<file path="config.mk">
export PLATFORM = sky130hd
export DESIGN_NAME = ldm_stm_sequencer
export DESIGN_NICKNAME = d
export VERILOG_FILES = /design/src/rtl/ldm_stm_pkg.sv /design/src/rtl/reg_list_scan.sv /design/src/rtl/ldm_stm_sequencer.sv
export SDC_FILE = /design/constraint.sdc
export NUM_CORES = 1
export LEC_CHECK = 0
export CELL_PAD_IN_SITES_DETAIL_PLACEMENT = 1
export CELL_PAD_IN_SITES_GLOBAL_PLACEMENT = 2
export CORE_MARGIN = 5
export CORE_UTILIZATION = 35
export DETAILED_ROUTE_END_ITERATION = 10
export PLACE_DENSITY = 0.88
export SYNTH_ARGS = -nofsm -noshare
export SYNTH_HDL_FRONTEND = slang
export SYNTH_SLANG_ARGS = --single-unit
</file>
<file path="constraint.sdc">
create_clock -name clk -period 11.7 [get_ports clk]
set_input_delay 1.755 -clock clk [delete_from_list [all_inputs] [get_ports clk]]
set_output_delay 1.755 -clock clk [all_outputs]
set_load 0.005 [all_outputs]
</file>
<file path="src/rtl/ldm_stm_pkg.sv">
// Shared types and constants for the LDM/STM block-transfer sequencer.
package ldm_stm_pkg;

   typedef enum logic [3:0] {
      S_IDLE,
      S_SETUP,
      S_ADDR,
      S_SMDR,
      S_SMEM,
      S_LMEM,
      S_LRF,
      S_NEXT,
      S_WB,
      S_DONE
   } state_t;

   localparam int ADDR_STEP = 4;
   localparam int MAX_WAIT  = 15;

   // Instruction field positions (ARM addressing mode 4)
   localparam int IR_CLASS_MSB = 27;
   localparam int IR_CLASS_LSB = 25;
   localparam int IR_P         = 24;
   localparam int IR_U         = 23;
   localparam int IR_W         = 21;
   localparam int IR_L         = 20;
   localparam int IR_RN_MSB    = 19;
   localparam int IR_RN_LSB    = 16;
   localparam int IR_LIST_MSB  = 15;
   localparam int IR_LIST_LSB  = 0;

   localparam logic [2:0] CLASS_BLOCK = 3'b100;

endpackage

</file>
<file path="src/rtl/reg_list_scan.sv">
// Lowest-set-bit priority encoder and population count of a 16-bit register list.
module reg_list_scan (
   input  logic [15:0] list,
   output logic [3:0]  lowest,
   output logic [4:0]  count
);

   always_comb begin
      lowest = 4'd0;
      count  = 5'd0;
      // Scanning downward lets the lowest set bit overwrite any higher one.
      for (int i = 15; i >= 0; i--) begin
         if (list[i]) begin
            lowest = i[3:0];
         end
         count = count + {4'd0, list[i]};
      end
   end

endmodule

</file>
<file path="src/rtl/ldm_stm_sequencer.sv">
// LDM/STM block-transfer sequencer over the MAR/MDR/RF datapath.
// Optional MOC wait timeout enabled by defining MOC_TIMEOUT_EN.
module ldm_stm_sequencer
   import ldm_stm_pkg::*;
(
   input  logic        clk,
   input  logic        clr,
   input  logic        start,
   input  logic [31:0] IR,
   input  logic [31:0] base,
   input  logic        MOC,
   output logic        busy,
   output logic        done,
   output logic        MAR_ld,
   output logic        MDR_ld,
   output logic        RF_ld,
   output logic        R_W,
   output logic        MOV,
   output logic [3:0]  reg_sel,
   output logic [31:0] mem_addr,
   output logic        wb_ld,
   output logic [31:0] wb_value,
   output logic        err
);

   state_t      state_reg, state_next;
   logic        p_reg, u_reg, w_reg, l_reg;
   logic [3:0]  rn_reg;
   logic [15:0] orig_list_reg, list_reg;
   logic [31:0] base_reg, addr_reg, mem_addr_reg, wb_value_reg;
   logic [3:0]  reg_sel_reg;

   logic [3:0]  scan_lowest;
   logic [4:0]  scan_count;
   logic        accept, timeout, in_mem;
   logic [15:0] list_cleared;
   logic [31:0] span, start_addr;

   logic unused_ir_bits;
   assign unused_ir_bits = ^{IR[31:28], IR[22]};

   reg_list_scan u_scan (
      .list   (list_reg),
      .lowest (scan_lowest),
      .count  (scan_count)
   );

   assign accept = (state_reg == S_IDLE) && start &&
                   (IR[IR_CLASS_MSB:IR_CLASS_LSB] == CLASS_BLOCK);
   assign in_mem = (state_reg == S_SMEM) || (state_reg == S_LMEM);
   assign list_cleared = list_reg & ~(16'd1 << reg_sel_reg);
   assign span = 32'(ADDR_STEP) * {27'd0, scan_count};

   always_comb begin
      case ({p_reg, u_reg})
         2'b01:   start_addr = base_reg;
         2'b11:   start_addr = base_reg + 32'(ADDR_STEP);
         2'b00:   start_addr = base_reg - span + 32'(ADDR_STEP);
         default: start_addr = base_reg - span;
      endcase
   end

`ifdef MOC_TIMEOUT_EN
   logic [3:0] wait_reg;
   logic       err_reg;

   // Counter restarts on every entry because it is held at zero outside the memory states.
   always_ff @(posedge clk or negedge clr) begin
      if (!clr) begin
         wait_reg <= 4'd0;
         err_reg  <= 1'b0;
      end else begin
         wait_reg <= in_mem ? wait_reg + 4'd1 : 4'd0;
         if (accept) begin
            err_reg <= 1'b0;
         end else if (timeout) begin
            err_reg <= 1'b1;
         end
      end
   end

   assign timeout = in_mem && !MOC && (wait_reg == 4'(MAX_WAIT - 1));
   assign err     = err_reg;
`else
   assign timeout = 1'b0;
   assign err     = 1'b0;
`endif

   always_ff @(posedge clk or negedge clr) begin
      if (!clr) begin
         state_reg <= S_IDLE;
      end else begin
         state_reg <= state_next;
      end
   end

   always_comb begin
      state_next = state_reg;
      MAR_ld     = 1'b0;
      MDR_ld     = 1'b0;
      RF_ld      = 1'b0;
      R_W        = 1'b0;
      MOV        = 1'b0;
      wb_ld      = 1'b0;
      done       = 1'b0;
      case (state_reg)
         S_IDLE: begin
            if (accept) state_next = S_SETUP;
         end
         S_SETUP: begin
            state_next = (scan_count == 5'd0) ? S_DONE : S_ADDR;
         end
         S_ADDR: begin
            MAR_ld     = 1'b1;
            state_next = l_reg ? S_LMEM : S_SMDR;
         end
         S_SMDR: begin
            MDR_ld     = 1'b1;
            state_next = S_SMEM;
         end
         S_SMEM: begin
            MOV = 1'b1;
            if (MOC)          state_next = S_NEXT;
            else if (timeout) state_next = S_DONE;
         end
         S_LMEM: begin
            MOV    = 1'b1;
            R_W    = 1'b1;
            MDR_ld = 1'b1;
            if (MOC)          state_next = S_LRF;
            else if (timeout) state_next = S_DONE;
         end
         S_LRF: begin
            RF_ld      = 1'b1;
            state_next = S_NEXT;
         end
         S_NEXT: begin
            state_next = (list_cleared == 16'd0) ? S_WB : S_ADDR;
         end
         S_WB: begin
            // A loaded base register takes precedence over the writeback.
            wb_ld      = w_reg && !(l_reg && orig_list_reg[rn_reg]);
            state_next = S_DONE;
         end
         S_DONE: begin
            done       = 1'b1;
            state_next = S_IDLE;
         end
         default: state_next = S_IDLE;
      endcase
   end

   assign busy     = (state_reg != S_IDLE);
   assign reg_sel  = (state_reg == S_ADDR) ? scan_lowest : reg_sel_reg;
   assign mem_addr = (state_reg == S_ADDR) ? addr_reg : mem_addr_reg;
   assign wb_value = wb_value_reg;

   always_ff @(posedge clk or negedge clr) begin
      if (!clr) begin
         p_reg         <= 1'b0;
         u_reg         <= 1'b0;
         w_reg         <= 1'b0;
         l_reg         <= 1'b0;
         rn_reg        <= 4'd0;
         orig_list_reg <= 16'd0;
         list_reg      <= 16'd0;
         base_reg      <= 32'd0;
         addr_reg      <= 32'd0;
         mem_addr_reg  <= 32'd0;
         wb_value_reg  <= 32'd0;
         reg_sel_reg   <= 4'd0;
      end else begin
         case (state_reg)
            S_IDLE: begin
               if (accept) begin
                  p_reg         <= IR[IR_P];
                  u_reg         <= IR[IR_U];
                  w_reg         <= IR[IR_W];
                  l_reg         <= IR[IR_L];
                  rn_reg        <= IR[IR_RN_MSB:IR_RN_LSB];
                  orig_list_reg <= IR[IR_LIST_MSB:IR_LIST_LSB];
                  list_reg      <= IR[IR_LIST_MSB:IR_LIST_LSB];
                  base_reg      <= base;
               end
            end
            S_SETUP: begin
               addr_reg     <= start_addr;
               wb_value_reg <= u_reg ? base_reg + span : base_reg - span;
            end
            S_ADDR: begin
               mem_addr_reg <= addr_reg;
               reg_sel_reg  <= scan_lowest;
            end
            S_NEXT: begin
               list_reg <= list_cleared;
               addr_reg <= addr_reg + 32'(ADDR_STEP);
            end
            S_DONE: begin
               list_reg <= 16'd0;
            end
            default: ;
         endcase
      end
   end

endmodule

</file>
==> flow_metrics.env, run 1 <==
export IMPL_status="complete, no violations"
export IMPL_ant_nets=0
export IMPL_worst_path_max_fanout=14
export IMPL_port_buffers=138
export IMPL_detailed_place_area_um2=13500
export IMPL_grt_first_pass_wirelength_um=65600
export IMPL_tightest_slew_ps=1090
export IMPL_ios=145
export IMPL_synth_compound_area_share_pct=19.3
export IMPL_synth_xor_area_share_pct=6.72
export IMPL_nets=1671
export IMPL_multi_input_area_um2=6900
export IMPL_gr_total_overflow=0
export IMPL_gp_congestion=0.933
export IMPL_synth_nets=1598
export IMPL_fin_tns_setup_ps=0
export IMPL_dr_pass1_iters=5
export IMPL_rsz0062_at_grt="no"
export IMPL_relSlewSlack_pct=27.1
export IMPL_nFillCells=3998
export IMPL_peakVddDrop_v=0.000142
export IMPL_async_reset_ff_share_pct=100
export IMPL_synthAdderAreaFrac_pct=4.46
export IMPL_fin_util_pct=42.3
export IMPL_die_x_um=194
export IMPL_tritoncts="built"
export IMPL_yosysWarningCount=0
export IMPL_coreArea_um2=33400
export IMPL_hp_class="reg2reg"
export IMPL_drive_gt1_share_pct=5.69
export IMPL_power_density_nw_per_um2=324
export IMPL_synth_seq_area_share_pct=37.2
export IMPL_synth_simple_area_share_pct=26.1
export IMPL_die_y_um=194
export IMPL_synth_avg_cell_area_um2=7.92
export IMPL_grt_pass1_vias=11900
export IMPL_htreeDepth=4
export IMPL_wirelength_um=40400
export IMPL_vias=11300
export IMPL_synth_area_um2=11800
export IMPL_area_growth_pct=19.5
export IMPL_avgViaCountPerCell=5.55
export IMPL_grt_max_degree=85
export IMPL_cp_start_kind="flip-flop"
export IMPL_drt_initial_drc_count=666
export IMPL_ys_ff_latch=176
export IMPL_fin_crit_ps=8160
export IMPL_stdcell_count=2029
export IMPL_finClkSkew_ps=12.9
export IMPL_clockRootBuffer="clkbuf_16"
export IMPL_seq_area_um2=4400
export IMPL_fin_area_um2=14200
export IMPL_ys_flop_type="dfrtp_1"
export IMPL_clk_latency_ps=460
export IMPL_cts_hold_buf=0
export IMPL_required_ps=12040
export IMPL_dpl_hpwl_um=30000
export IMPL_finalSetupViolations=0
export IMPL_cts_made_buffers=17
export IMPL_antenna_found_initial=1
export IMPL_die_area_um2=37600
export IMPL_drv_cap=0
export IMPL_hold_viol_final=0
export IMPL_synthCells=1495
export IMPL_clk_pin_slew_ps=70
export IMPL_drcViolationCount=0
export IMPL_routedWlPerCell_um=19.9
export IMPL_clock_fmax_ghz=0.123
export IMPL_synth_mux_area_share_pct=1.55
export IMPL_finalMaxSlewViolations=0
export IMPL_clockBufferDepth=2
export IMPL_arrival_ps=8500
export IMPL_p_leak_uw=0.00594
export IMPL_cts_setup_buffers=0
export IMPL_start_util_pct=35.4
export IMPL_fp_row_count=67
export IMPL_diodes=0
export IMPL_synth_edf_count=0
export IMPL_cts_sinks=176
export IMPL_synth_top_family_by_area="simple AND/OR/NAND/NOR gates"
export IMPL_cts_resized=0
export IMPL_total_power_uw=4580
export IMPL_grt_usage_pct=21.3
export IMPL_finalCritPeriodShare_pct=69.7
export IMPL_dp_cells=1997
export IMPL_critPathKind="reg2reg"
export IMPL_yosysUniqueCellTypes=81
export IMPL_worst_setup_path_end_kind="flip-flop"
==> worst paths after layout <==
kind | start | end | cells past startpoint | slack, ps
setup / recovery | list_reg[14] | addr_reg[28] | 24 | 3540
hold / removal | mem_addr_reg[16] | mem_addr_reg[16] | 2 | 470
setup reg to reg | list_reg[14] | addr_reg[28] | 24 | 3540
hold reg to reg | mem_addr_reg[16] | mem_addr_reg[16] | 2 | 470
max in group asynchronous | clr | base_reg[7] | 2 | 9170
min in group asynchronous | clr | mem_addr_reg[13] | 1 | 1220
==> cells by family (layout without fill, tap and decap cells) <==
logic type      after synthesis  in the layout
mux                          12             12
compound gates              354            354
simple gates                683            683
fa+ha+maj                    35             35
flops                       176            176
other cells                   1              1
xor+xnor                     90             90
buf+inv                     144            230
==> worst max-delay path, cell delays in order, from the launching register on <==
cell       delay [ps]
dfrtp_1           400
inv_1              80
ha_1              280
inv_1              60
fa_1              520
inv_1              80
fa_1              500
fa_1              510
inv_1              50
fa_1              470
fa_1              420
fa_1              420
nor2b_1           120
o21ai_0           180
inv_1             150
ha_1              340
nor2_1            190
o311a_1           580
o211ai_1          170
a2111oi_0         730
o21bai_1          400
or4_1             650
or4_4             480
xnor2_2           160
o221ai_2          100
==> cells in the mapped netlist, types with 9 or more instances <==
| master | instances | share of area [%] |
|---|---|---|
| nand2b_1 | 9 | 0.48 |
| dfrtp_1 | 176 | 37 |
| o22ai_1 | 13 | 0.69 |
| a31oi_1 | 12 | 0.63 |
| nand4_1 | 13 | 0.69 |
| a21o_1 | 11 | 0.70 |
| xnor2_1 | 55 | 4.1 |
| fa_1 | 12 | 2.0 |
| xor2_1 | 34 | 2.5 |
| nand3_1 | 42 | 1.8 |
| and3_1 | 15 | 0.79 |
| nor3_1 | 43 | 1.8 |
| nor4_1 | 18 | 0.95 |
| or3_1 | 12 | 0.63 |
| a21oi_1 | 79 | 3.3 |
| nand2_1 | 389 | 12 |
| nor2_1 | 86 | 2.7 |
| clkbuf_1 | 83 | 2.6 |
| or2_2 | 9 | 0.48 |
| o21ai_0 | 118 | 5.0 |
| ha_1 | 23 | 2.4 |
| a22o_1 | 16 | 1.2 |
| a211oi_1 | 15 | 0.95 |
| inv_1 | 44 | 1.4 |
| o21bai_1 | 9 | 0.57 |
==> cell type report <==
class	instances	area share [%]
sequential	176	31.1
multi-input combinational	1175	48.8
clock buffer	18	3.10
tap	448	3.96
inverter	46	1.22
timing repair buffer	152	10.5
clock inverter	14	1.33
==> cell usage in the layout (no fill, tap or decap), drive strengths merged, types with 8 or more instances in the layout <==
cell / netlist / final
a211oi: 15 / 15
a21o: 11 / 11
a21oi: 79 / 79
a22o: 16 / 16
a31oi: 12 / 12
and2: 8 / 8
and3: 15 / 15
buf: 15 / 15
clkbuf: 83 / 18
clkdlybuf4s50: 0 / 137
dfrtp: 176 / 176
fa: 12 / 12
ha: 23 / 23
inv: 45 / 54
nand2: 389 / 389
nand2b: 9 / 9
nand3: 43 / 43
nand4: 13 / 13
nor2: 87 / 87
nor3: 46 / 46
nor4: 24 / 24
o21ai: 119 / 119
o21bai: 9 / 9
o221ai: 9 / 9
o22ai: 13 / 13
o31ai: 8 / 8
or2: 10 / 10
or3: 12 / 12
or4: 11 / 11
xnor2: 56 / 56
xor2: 34 / 34
==> metal layers <==
layer	global-route usage (%)	vias up	wire, um
met5	0	-	13
met4	5.29	2	721
met3	3.44	42	1360
met2	36.9	217	20200
met1	28.0	5658	18100
li1	-	5343	-
==> power breakdown <==
group	internal (uW)	switching, uW	total (uW)
Sequential	867	378	1250
Combinational	1090	1630	2720
Clock	333	289	622
==> metrics by stage <==
step           worst slack [ps]  hold WS [ps]
2_1_floorplan              4840           440
3_3_place_gp               3900           453
3_5_place_dp               3610           460
4_1_cts                    3600           479
5_1_grt                    3180           490
6_report                   3540           474
Note: power is estimated with default switching activity, not from simulation.
==> run 2: changes to the inputs <==
--- a/config.mk
+++ b/config.mk
@@ -8,9 +8,9 @@
 export CELL_PAD_IN_SITES_DETAIL_PLACEMENT = 1
 export CELL_PAD_IN_SITES_GLOBAL_PLACEMENT = 2
 export CORE_MARGIN = 5
-export CORE_UTILIZATION = 35
+export CORE_UTILIZATION = 30
 export DETAILED_ROUTE_END_ITERATION = 10
-export PLACE_DENSITY = 0.88
+export PLACE_DENSITY = 0.81
 export SYNTH_ARGS = -nofsm -noshare
 export SYNTH_HDL_FRONTEND = slang
 export SYNTH_SLANG_ARGS = --single-unit
==> constraint.sdc (replaced) <==
create_clock -name clk -period 6.9 [get_ports clk]
set_input_delay 1.035 -clock clk [delete_from_list [all_inputs] [get_ports clk]]
set_output_delay 1.035 -clock clk [all_outputs]
set_load 0.005 [all_outputs]
==> flow_metrics.env, run 2 (same netlist as run 1, synthesis figures left out) <==
export IMPL_clk_pin_slew_ps=70
export IMPL_crit_path_frequent_cell="fa_1"
export IMPL_cpMaxStageDelayCell="fa_2"
export IMPL_clock_fmax_ghz=0.146
export IMPL_arrival_ps=7200
export IMPL_area_growth_pct=28.0
export IMPL_drv_cap=0
export IMPL_stdcell_count=2189
export IMPL_p_leak_uw=0.00641
export IMPL_dpl_hpwl_um=32300
export IMPL_dr_pass1_iters=5
export IMPL_grt_first_pass_wirelength_um=69200
export IMPL_port_buffers=138
export IMPL_max_stage_delay_ps=620
export IMPL_finClkSkew_ps=19.7
export IMPL_status="complete, no violations"
export IMPL_final_cell_mix="nand2_1, dfrtp_1, clkdlybuf4s50_1, o21ai_0, buf_4"
export IMPL_clockRootBuffer="clkbuf_16"
export IMPL_drive_gt1_share_pct=13.3
export IMPL_cts_made_buffers=17
export IMPL_hold_depth=2
export IMPL_rsz0062_at_grt="yes"
export IMPL_gr_total_overflow=0
export IMPL_layout_commonest_cell="nand2_1"
export IMPL_fin_tns_setup_ps=0
export IMPL_nets=1762
export IMPL_clk_latency_ps=460
export IMPL_drt_initial_drc_count=646
export IMPL_power_density_nw_per_um2=569
export IMPL_rr_worst_depth=24
export IMPL_die_x_um=209
export IMPL_path_cells="inv_2 > ha_4 > inv_2 > fa_1 > inv_1 > fa_1 > fa_1 > inv_1 > fa_1 > fa_2 > fa_2 > inv_4 > ha_4 > or2_4 > buf_4 > a211oi_1 > o221ai_1 > a21boi_1 > buf_4 > nand3_1 > or4_4 > a2111o_1 > xnor2_2 > o21bai_1"
export IMPL_finalCritPeriodShare_pct=99.1
export IMPL_dp_cells=2146
export IMPL_finalSetupViolations=0
export IMPL_critPathBufInv=7
export IMPL_die_area_um2=43600
export IMPL_critPathKind="reg2reg"
export IMPL_grt_usage_pct=19.6
export IMPL_antenna_found_initial=4
export IMPL_worst_setup_path_end_kind="flip-flop"
export IMPL_worst_path_max_fanout=5
export IMPL_fin_crit_ps=6840
export IMPL_crit_family="adder cells"
export IMPL_clockBufferDepth=2
export IMPL_tritoncts="built"
export IMPL_relSlewSlack_pct=27.2
export IMPL_hp_class="reg2reg"
export IMPL_grt_pass1_vias=12100
export IMPL_cp_depth=24
export IMPL_ios=145
export IMPL_ant_nets=0
export IMPL_gp_congestion=0.907
export IMPL_vias=11600
export IMPL_fp_row_count=72
export IMPL_routedWlPerCell_um=19.9
export IMPL_hold_viol_final=0
export IMPL_coreArea_um2=38800
export IMPL_wirelength_um=43600
export IMPL_htreeDepth=4
export IMPL_drcViolationCount=0
export IMPL_required_ps=7270
export IMPL_finalMaxSlewViolations=0
export IMPL_grt_max_degree=84
export IMPL_cts_hold_buf=0
export IMPL_start_util_pct=30.5
export IMPL_peakVddDrop_v=0.000365
export IMPL_die_y_um=209
export IMPL_tightest_slew_ps=1090
export IMPL_diodes=0
export IMPL_cp_start_kind="flip-flop"
export IMPL_cts_sinks=176
export IMPL_avgViaCountPerCell=5.28
-- run 2: final cells by class --
cell class	count	area, um^2
Clock buffer	20	447
Clock inverter	11	106
Fill cell	4608	23700
Inverter	46	175
Multi-Input combinational cell	1175	7180
Sequential cell	176	4400
Tap cell	518	648
Timing Repair Buffer	243	2190
-- run 2: power breakdown --
| part | switching, uW | internal, uW |
|---|---|---|
| sequential | 652 | 1470 |
| clock | 453 | 508 |
| combinational | 3110 | 2430 |
-- run 2: final timing paths --
| check | start | endpoint | slack (ps) |
|---|---|---|---|
| min in group asynchronous | clr | rn_reg[1] | 510 |
| setup reg to reg | list_reg[14] | addr_reg[31] | 60 |
| hold / removal | orig_list_reg[6] | orig_list_reg[6] | 470 |
| max in group asynchronous | clr | addr_reg[30] | 5060 |
| hold reg to reg | orig_list_reg[6] | orig_list_reg[6] | 470 |
| setup / recovery | list_reg[14] | addr_reg[31] | 60 |
-- run 2: stage by stage --
step                      total power [uW]  setup slack (ps)  area (um^2)  hold slack [ps]  utilization [%]
after floorplan                       5020              35.3        11800              440                -
after global placement                7070             -93.8        14200              452             36.6
after detailed placement              7260              -179        14200              461             36.6
after CTS                             8440              2.15        14900              479             38.4
after global routing                  9290              -123        15200              504             39.0
final                                 8630              62.1        15200              473             39.0
-- run 2: repair_timing --
action,in CTS,in global routing
setup endpoints to repair,14,16
hold endpoints to repair,0,0
pin swaps,12,12
setup buffers,4,8
gates cloned,0,0
gates resized for setup,23,39
-- run 2: metal layers --
layer | global-route usage (%) | share of wire [%]
met5 | 0 | 0.13
met4 | 4.84 | 1.8
met3 | 3.33 | 3.9
met2 | 31.6 | 47
met1 | 27.6 | 47
-- run 2: worst reg2reg max path: stages, from the launching register on --
cell and delay (ps):
dfrtp_1 360, inv_2 60, ha_4 260, inv_2 30, fa_1 470, inv_1 50, fa_1 460, fa_1 510
inv_1 50, fa_1 450, fa_2 390, fa_2 620, inv_4 60, ha_4 210, or2_4 250, buf_4 150
a211oi_1 330, o221ai_1 210, a21boi_1 210, buf_4 170, nand3_1 140, or4_4 590, a2111o_1 420, xnor2_2 140
o21bai_1 140
